[config.mk]
export PLATFORM = sky130hd
export DESIGN_NAME = dmem_responder_flat
export DESIGN_NICKNAME = d
export VERILOG_FILES = /design/src/rtl/dmem_responder_pkg.sv /design/src/rtl/dmem_responder_if.sv /design/src/rtl/dmem_array.sv /design/src/rtl/dmem_responder.sv /design/src/flat_wrapper.sv
export SDC_FILE = /design/constraint.sdc
export NUM_CORES = 2
export LEC_CHECK = 0
export BUFFER_PORTS_ARGS = -buffer_cell sky130_fd_sc_hd__buf_2
export CORE_MARGIN = 2
export CORE_UTILIZATION = 63
export CTS_BUF_LIST = sky130_fd_sc_hd__clkbuf_16
export DETAILED_ROUTE_END_ITERATION = 7
export PLACE_DENSITY = 0.87
export SLEW_MARGIN = 25
export SYNTH_ARGS = -nofsm -noshare
export SYNTH_HDL_FRONTEND = slang
export SYNTH_HIERARCHICAL = 1
export SYNTH_SLANG_ARGS = --single-unit
[constraint.sdc]
create_clock -name clk -period 3.9 [get_ports clk]
set_clock_uncertainty 0.05 [all_clocks]
set_input_delay 0.39 -clock clk [delete_from_list [all_inputs] [get_ports clk]]
set_output_delay 0.39 -clock clk [all_outputs]
set_load 0.005 [all_outputs]
[src/rtl/dmem_responder_pkg.sv]
// Shared pipeline-wide definitions for the multi-cycle data-memory responder.
package dmem_responder_pkg;

  localparam int unsigned DATA_W_DEF = 32;
  localparam int unsigned WORD_OFS   = 2;

  typedef enum logic [1:0] {
    ST_IDLE = 2'd0,
    ST_WAIT = 2'd1,
    ST_RESP = 2'd2
  } state_e;

endpackage

[src/rtl/dmem_responder_if.sv]
// MEM-stage load/store handshake between the pipeline and the data-memory responder.
interface dmem_responder_if #(
  parameter int unsigned DATA_W = dmem_responder_pkg::DATA_W_DEF
);
  logic              mem_r_en;
  logic              mem_w_en;
  logic [DATA_W-1:0] addr;
  logic [DATA_W-1:0] wdata;
  logic [DATA_W-1:0] rdata;
  logic              ready;
  logic              freeze_req;
  logic              err;

  modport master (
    output mem_r_en, mem_w_en, addr, wdata,
    input  rdata, ready, freeze_req, err
  );

  modport slave (
    input  mem_r_en, mem_w_en, addr, wdata,
    output rdata, ready, freeze_req, err
  );
endinterface

[src/rtl/dmem_array.sv]
// DEPTH x DATA_W word storage: synchronous write, combinational read, async active-low clear.
module dmem_array #(
  parameter int unsigned DATA_W = 32,
  parameter int unsigned DEPTH  = 64,
  parameter int unsigned IW     = $clog2(DEPTH)
) (
  input  logic              clk,
  input  logic              rst,
  input  logic              we,
  input  logic [IW-1:0]     widx,
  input  logic [DATA_W-1:0] wdata,
  input  logic [IW-1:0]     ridx,
  output logic [DATA_W-1:0] rdata
);

  logic [DATA_W-1:0] mem_q [DEPTH];

  always_ff @(posedge clk or negedge rst) begin
    if (!rst) begin
      for (int unsigned i = 0; i < DEPTH; i++) begin
        mem_q[i] <= '0;
      end
    end else if (we) begin
      mem_q[widx] <= wdata;
    end
  end

  assign rdata = mem_q[ridx];

endmodule

[src/rtl/dmem_responder.sv]
// Multi-cycle data-memory responder: latches a MEM-stage request, holds the pipeline
// frozen for LATENCY wait cycles, then performs the access and pulses ready.
module dmem_responder
  import dmem_responder_pkg::*;
#(
  parameter int unsigned DATA_W  = DATA_W_DEF,
  parameter int unsigned DEPTH   = 64,
  parameter int unsigned LATENCY = 3
) (
  input  logic             clk,
  input  logic             rst,
  dmem_responder_if.slave  bus
);

  localparam int unsigned IW    = $clog2(DEPTH);
  localparam int unsigned CNT_W = (LATENCY > 1) ? $clog2(LATENCY) : 1;

  state_e            state_q, state_d;
  logic [CNT_W-1:0]  cnt_q, cnt_d;
  logic              op_w_q, op_w_d;
  logic [IW-1:0]     idx_q, idx_d;
  logic [DATA_W-1:0] wdata_q, wdata_d;
  logic [DATA_W-1:0] rdata_q, rdata_d;
  logic              err_q, err_d;

  logic              req;
  logic              misaligned;
  logic              we;
  logic [DATA_W-1:0] rd_word;

  assign req        = bus.mem_r_en | bus.mem_w_en;
  assign misaligned = bus.addr[WORD_OFS-1:0] != '0;

  if (DATA_W > WORD_OFS + IW) begin : g_addr_hi
    logic unused_addr_hi;
    assign unused_addr_hi = ^bus.addr[DATA_W-1:WORD_OFS+IW];
  end

  dmem_array #(
    .DATA_W (DATA_W),
    .DEPTH  (DEPTH),
    .IW     (IW)
  ) u_array (
    .clk   (clk),
    .rst   (rst),
    .we    (we),
    .widx  (idx_q),
    .wdata (wdata_q),
    .ridx  (idx_q),
    .rdata (rd_word)
  );

  always_comb begin
    state_d        = state_q;
    cnt_d          = cnt_q;
    op_w_d         = op_w_q;
    idx_d          = idx_q;
    wdata_d        = wdata_q;
    rdata_d        = rdata_q;
    err_d          = err_q;
    we             = 1'b0;
    bus.ready      = 1'b0;
    bus.freeze_req = 1'b0;
    bus.rdata      = rdata_q;

    unique case (state_q)
      ST_IDLE: begin
        if (req) begin
          bus.freeze_req = 1'b1;
          op_w_d         = bus.mem_w_en;
          idx_d          = bus.addr[WORD_OFS +: IW];
          wdata_d        = bus.wdata;
          cnt_d          = CNT_W'(LATENCY - 1);
          state_d        = ST_WAIT;
          if ((bus.mem_r_en & bus.mem_w_en) | misaligned) begin
            err_d = 1'b1;
          end
        end
      end
      ST_WAIT: begin
        bus.freeze_req = 1'b1;
        if (cnt_q != '0) begin
          cnt_d = cnt_q - CNT_W'(1);
        end else begin
          we      = op_w_q;
          state_d = ST_RESP;
        end
      end
      ST_RESP: begin
        // Read data goes out combinationally now and is captured so it holds afterwards.
        bus.ready = 1'b1;
        rdata_d   = op_w_q ? wdata_q : rd_word;
        bus.rdata = rdata_d;
        state_d   = ST_IDLE;
      end
      default: state_d = ST_IDLE;
    endcase

    bus.err = err_q;
  end

  always_ff @(posedge clk or negedge rst) begin
    if (!rst) begin
      state_q <= ST_IDLE;
      cnt_q   <= '0;
      op_w_q  <= 1'b0;
      idx_q   <= '0;
      wdata_q <= '0;
      rdata_q <= '0;
      err_q   <= 1'b0;
    end else begin
      state_q <= state_d;
      cnt_q   <= cnt_d;
      op_w_q  <= op_w_d;
      idx_q   <= idx_d;
      wdata_q <= wdata_d;
      rdata_q <= rdata_d;
      err_q   <= err_d;
    end
  end

endmodule

[src/flat_wrapper.sv]
// flat-port wrapper written by rule: the top's interface ports become plain ports
module dmem_responder_flat import dmem_responder_pkg::*;
#(
  parameter int unsigned DATA_W  = DATA_W_DEF,
  parameter int unsigned DEPTH   = 64,
  parameter int unsigned LATENCY = 3
)
  (clk, rst, bus_mem_r_en, bus_mem_w_en, bus_addr, bus_wdata, bus_rdata, bus_ready, bus_freeze_req, bus_err);
  dmem_responder_if #(.DATA_W(DATA_W)) bus_i ();
  input  logic clk;
  input  logic rst;
  input wire logic [$bits(bus_i.mem_r_en)-1:0] bus_mem_r_en;
  input wire logic [$bits(bus_i.mem_w_en)-1:0] bus_mem_w_en;
  input wire logic [$bits(bus_i.addr)-1:0] bus_addr;
  input wire logic [$bits(bus_i.wdata)-1:0] bus_wdata;
  output wire logic [$bits(bus_i.rdata)-1:0] bus_rdata;
  output wire logic [$bits(bus_i.ready)-1:0] bus_ready;
  output wire logic [$bits(bus_i.freeze_req)-1:0] bus_freeze_req;
  output wire logic [$bits(bus_i.err)-1:0] bus_err;
  assign bus_i.mem_r_en = bus_mem_r_en;
  assign bus_i.mem_w_en = bus_mem_w_en;
  assign bus_i.addr = bus_addr;
  assign bus_i.wdata = bus_wdata;
  assign bus_rdata = bus_i.rdata;
  assign bus_ready = bus_i.ready;
  assign bus_freeze_req = bus_i.freeze_req;
  assign bus_err = bus_i.err;
  dmem_responder #(.DATA_W(DATA_W), .DEPTH(DEPTH), .LATENCY(LATENCY)) u_core (.clk(clk), .rst(rst), .bus(bus_i));
endmodule
==> impl_metrics.py <==
metrics = {
    "routing": {
        "routed_wl_um": 261400,
        "drt-initial-drc-count": 5536,
        "vias_per_cell": 6.859,
        "first_pass_iters": 5,
        "wire_per_inst_um": 31.37,
        "ant_nets": 1,
        "num_vias": 57150,
        "remaining_drc_errors": 0,
    },
    "power_and_ir_drop": {
        "ir_worst_vdd_mv": 1.039,
        "p_leak_uw": 0.05379,
        "power.density_nw_per_um2": 716.8,
    },
    "sta": {
        "rsz0062_at_grt": "true",
        "finalHoldViolCount": 0,
        "tightest_slew_ns": 1.030,
        "drv_slew": 0,
        "layout_setup_ws_ns": -0.3705,
        "fmax_ghz": 0.2342,
        "fin_crit_sh": 1.095,
        "slew_headroom": 0.3132,
        "period_needed_ns": 4.270,
        "setup_viol": 31,
    },
    "cells_and_area": {
        "fin_area_sq_um": 108700,
        "drive_gt1_frac": 0.3489,
        "area_growth_pct": 13.55,
        "fillers": 8704,
        "final-seq-area_sq_um": 53250,
        "layout.cells.non_filler": 8332,
        "multi_input_area_sq_um": 40820,
        "nNetsFinal": 6196,
    },
    "global_routing": {
        "grt_max_degree": 142,
        "overflow": 0,
        "grtUsageTotal": 0.3414,
        "antenna_found_initial": 1,
        "grt_pass1_vias": 62090,
        "grt_pass1_wl_um": 396100,
    },
    "yosys": {
        "synthAdderAreaFrac": 0.0001307,
        "syn_nets": 6107,
        "synth_cell_type_count": 50,
        "synthFlopType": "dfrtp_1",
        "synth-edff-count": 0,
        "netlist_top_cells_area": "dfrtp_1 56%, mux2_1 16%, mux4_2 13%, mux2_2 8.3%, mux2i_1 1.2%",
        "synth_async_sr_flop_share": 1.000,
        "synthSimpleGateAreaFrac": 0.01446,
        "synth-compound-area-share": 0.01578,
        "yosysSeqAreaShare": 0.5554,
        "syn_area_sq_um": 95700,
        "postSynthAreaPerCell_sq_um": 15.85,
        "synth_cells": 6038,
        "synth_mux_area_frac": 0.3855,
        "ys.warnings.count": 6,
        "synth_common_cells": "2124 x dfrtp_1, 1380 x mux2_1, 705 x mux2_2",
        "yosysMostFrequentCell": "dfrtp_1",
        "synth_top_area_frac": 0.5554,
        "synth_top_cell_by_area": "dfrtp_1",
        "synth_top_family_by_area": "multiplexers",
        "synth_seq_cells": 2124,
        "yosys.area_share.xor_xnor": 0,
    },
    "status": {
        "outcome": "complete, but fails checks",
        "violations": "antenna rules, setup timing",
    },
    "worst_setup_path": {
        "end_kind": "primary output",
        "path_max_fanout": 6,
        "path_class": "reg -> out",
        "required_ns": 3.46,
        "startpoint_type": "flip-flop",
        "cp_data_arrival_time_ns": 3.83,
    },
    "floorplan": {
        "num_rows": 143,
        "core-area_sq_um": 151400,
        "pin_count": 103,
        "die_y_um": 393.8,
        "start_util": 0.6323,
        "dieArea_sq_um": 155000,
        "die_x_um": 393.8,
    },
    "placed_design": {
        "place_area_sq_um": 99710,
        "io_buffers": 78,
        "hpwl_um": 146400,
        "place_inst": 7819,
        "pre_cts_slack_ns": 0.2765,
        "routabilityCongestion": 0.8593,
    },
    "clock_network": {
        "cts.path.max_buffers": 3,
        "clkTransAtPathRegs_ns": 0.07,
        "htreeDepth": 4,
        "root_buffer": "clkbuf_16",
        "cts_tree": "done",
        "cts_made_buffers": 202,
        "cts_sinks": 2124,
        "clkLatencyLatePin_ns": 0.83,
    },
    "flow_run": {
        "maxCapViolations": 0,
    },
    "min_path": {
        "hold_path.class": "in -> reg",
    },
}
metrics by stage:
step	utilization	TNS, ns	power (uW)	hold slack, ns
finish	0.7179	-7.714	77890	0.08544
global placement	0.6586	0	53660	0.3162
detailed placement	0.6587	0	54980	0.3361
CTS	0.7152	-8.748	76720	0.01635
global route	0.7178	-10.30	80690	0.05934
floorplan	-	0	45710	0.04441
kinds of logic after synthesis:
logic type | Yosys count
AOI/OAI and AO/OA | 245
adders and majority gates | 1
buffers and inverters | 614
DFF | 2124
muxes | 2748
and+or+nand+nor | 306
layout by cell type, fill, tap and decap left out, drive strengths merged, types with 2 or more instances in the layout:
cell	n
dfrtp	2124
mux2	2094
mux4	538
buf	444
clkbuf	209
mux2i	116
nor2	116
o22ai	102
clkinv	99
nand2	96
inv	53
a21oi	50
o21ai	47
dlygate4sd3	43
o221ai	22
nor3	18
bufinv	15
nand3	13
nor2b	10
nand2b	9
nand3b	8
and2	7
clkinvlp	6
a31oi	6
or3b	6
a221oi	6
diode	5
or3	5
nand4	5
or2	5
bufbuf	4
o22a	3
nand4b	3
a211oi	3
a2111oi	2
nor3b	2
flip-flops by register name (all words and copies together) (netlist names):
name / count
u_core/bus.err: 1
u_core/cnt_q: 2
u_core/idx_q: 6
u_core/op_w_q: 1
u_core/rdata_q: 32
u_core/state_q: 2
u_core/u_array/mem_q: 2048
u_core/wdata_q: 32
worst max-delay path, cell delays in order, from the launching register on:
cell,delay [ns]
dfrtp_4,0.47
buf_12,0.16
buf_16,0.17
buf_12,0.14
buf_16,0.13
buf_8,0.14
mux4_2,0.51
o22ai_2,0.19
nor2_1,0.10
a21oi_2,0.33
nor2_2,0.11
mux2i_1,0.23
o21ai_1,0.12
buf_2,0.18
layout make-up:
class / instances / share of cell area
Antenna cell: 5 / 0.0001151
Clock buffer: 208 / 0.04790
Clock inverter: 166 / 0.01068
Inverter: 7 / 0.0002878
Multi-Input combinational cell: 3300 / 0.3757
Sequential cell: 2124 / 0.4900
Tap cell: 2030 / 0.02337
Timing Repair Buffer: 492 / 0.05197
power breakdown:
group / internal [uW] / leakage, uW / switching [uW] / total [uW]
clock network: 10600 / 0.00329 / 8490 / 19100
registers: 27300 / 0.0293 / 4870 / 32100
logic: 12600 / 0.0212 / 14100 / 26700
path summary, 6_finish.rpt:
check	start	end	cells past startpoint	slack, ns
worst max-delay path	u_core/idx_q[0]	bus_rdata[31]	13	-0.37
worst min-delay path	bus_mem_r_en	u_core/state_q[0]	4	0.09
worst max register to register	u_core/cnt_q[0]	u_core/u_array/mem_q[1116]	10	0.14
worst min register to register	u_core/u_array/mem_q[646]	u_core/u_array/mem_q[646]	1	0.43
max in group asynchronous	rst	u_core/u_array/mem_q[1418]	4	2.32
min in group asynchronous	rst	u_core/u_array/mem_q[829]	2	0.13
metal layers:
metal	global-route usage	wire length (um)
met2	0.5323	123700
met4	0.1638	13020
met3	0.08044	25190
met1	0.4587	99500
met5	0	0
repair_timing:
action	in CTS	in global routing
hold buffers	43	0
gates cloned	17	1
pin swaps	27	23
hold endpoints to repair	312	0
endpoints found under the setup margin	32	74
gates resized for setup	178	66
buffers inserted	55	23
No activity file was read; power rests on OpenSTA's default activity.
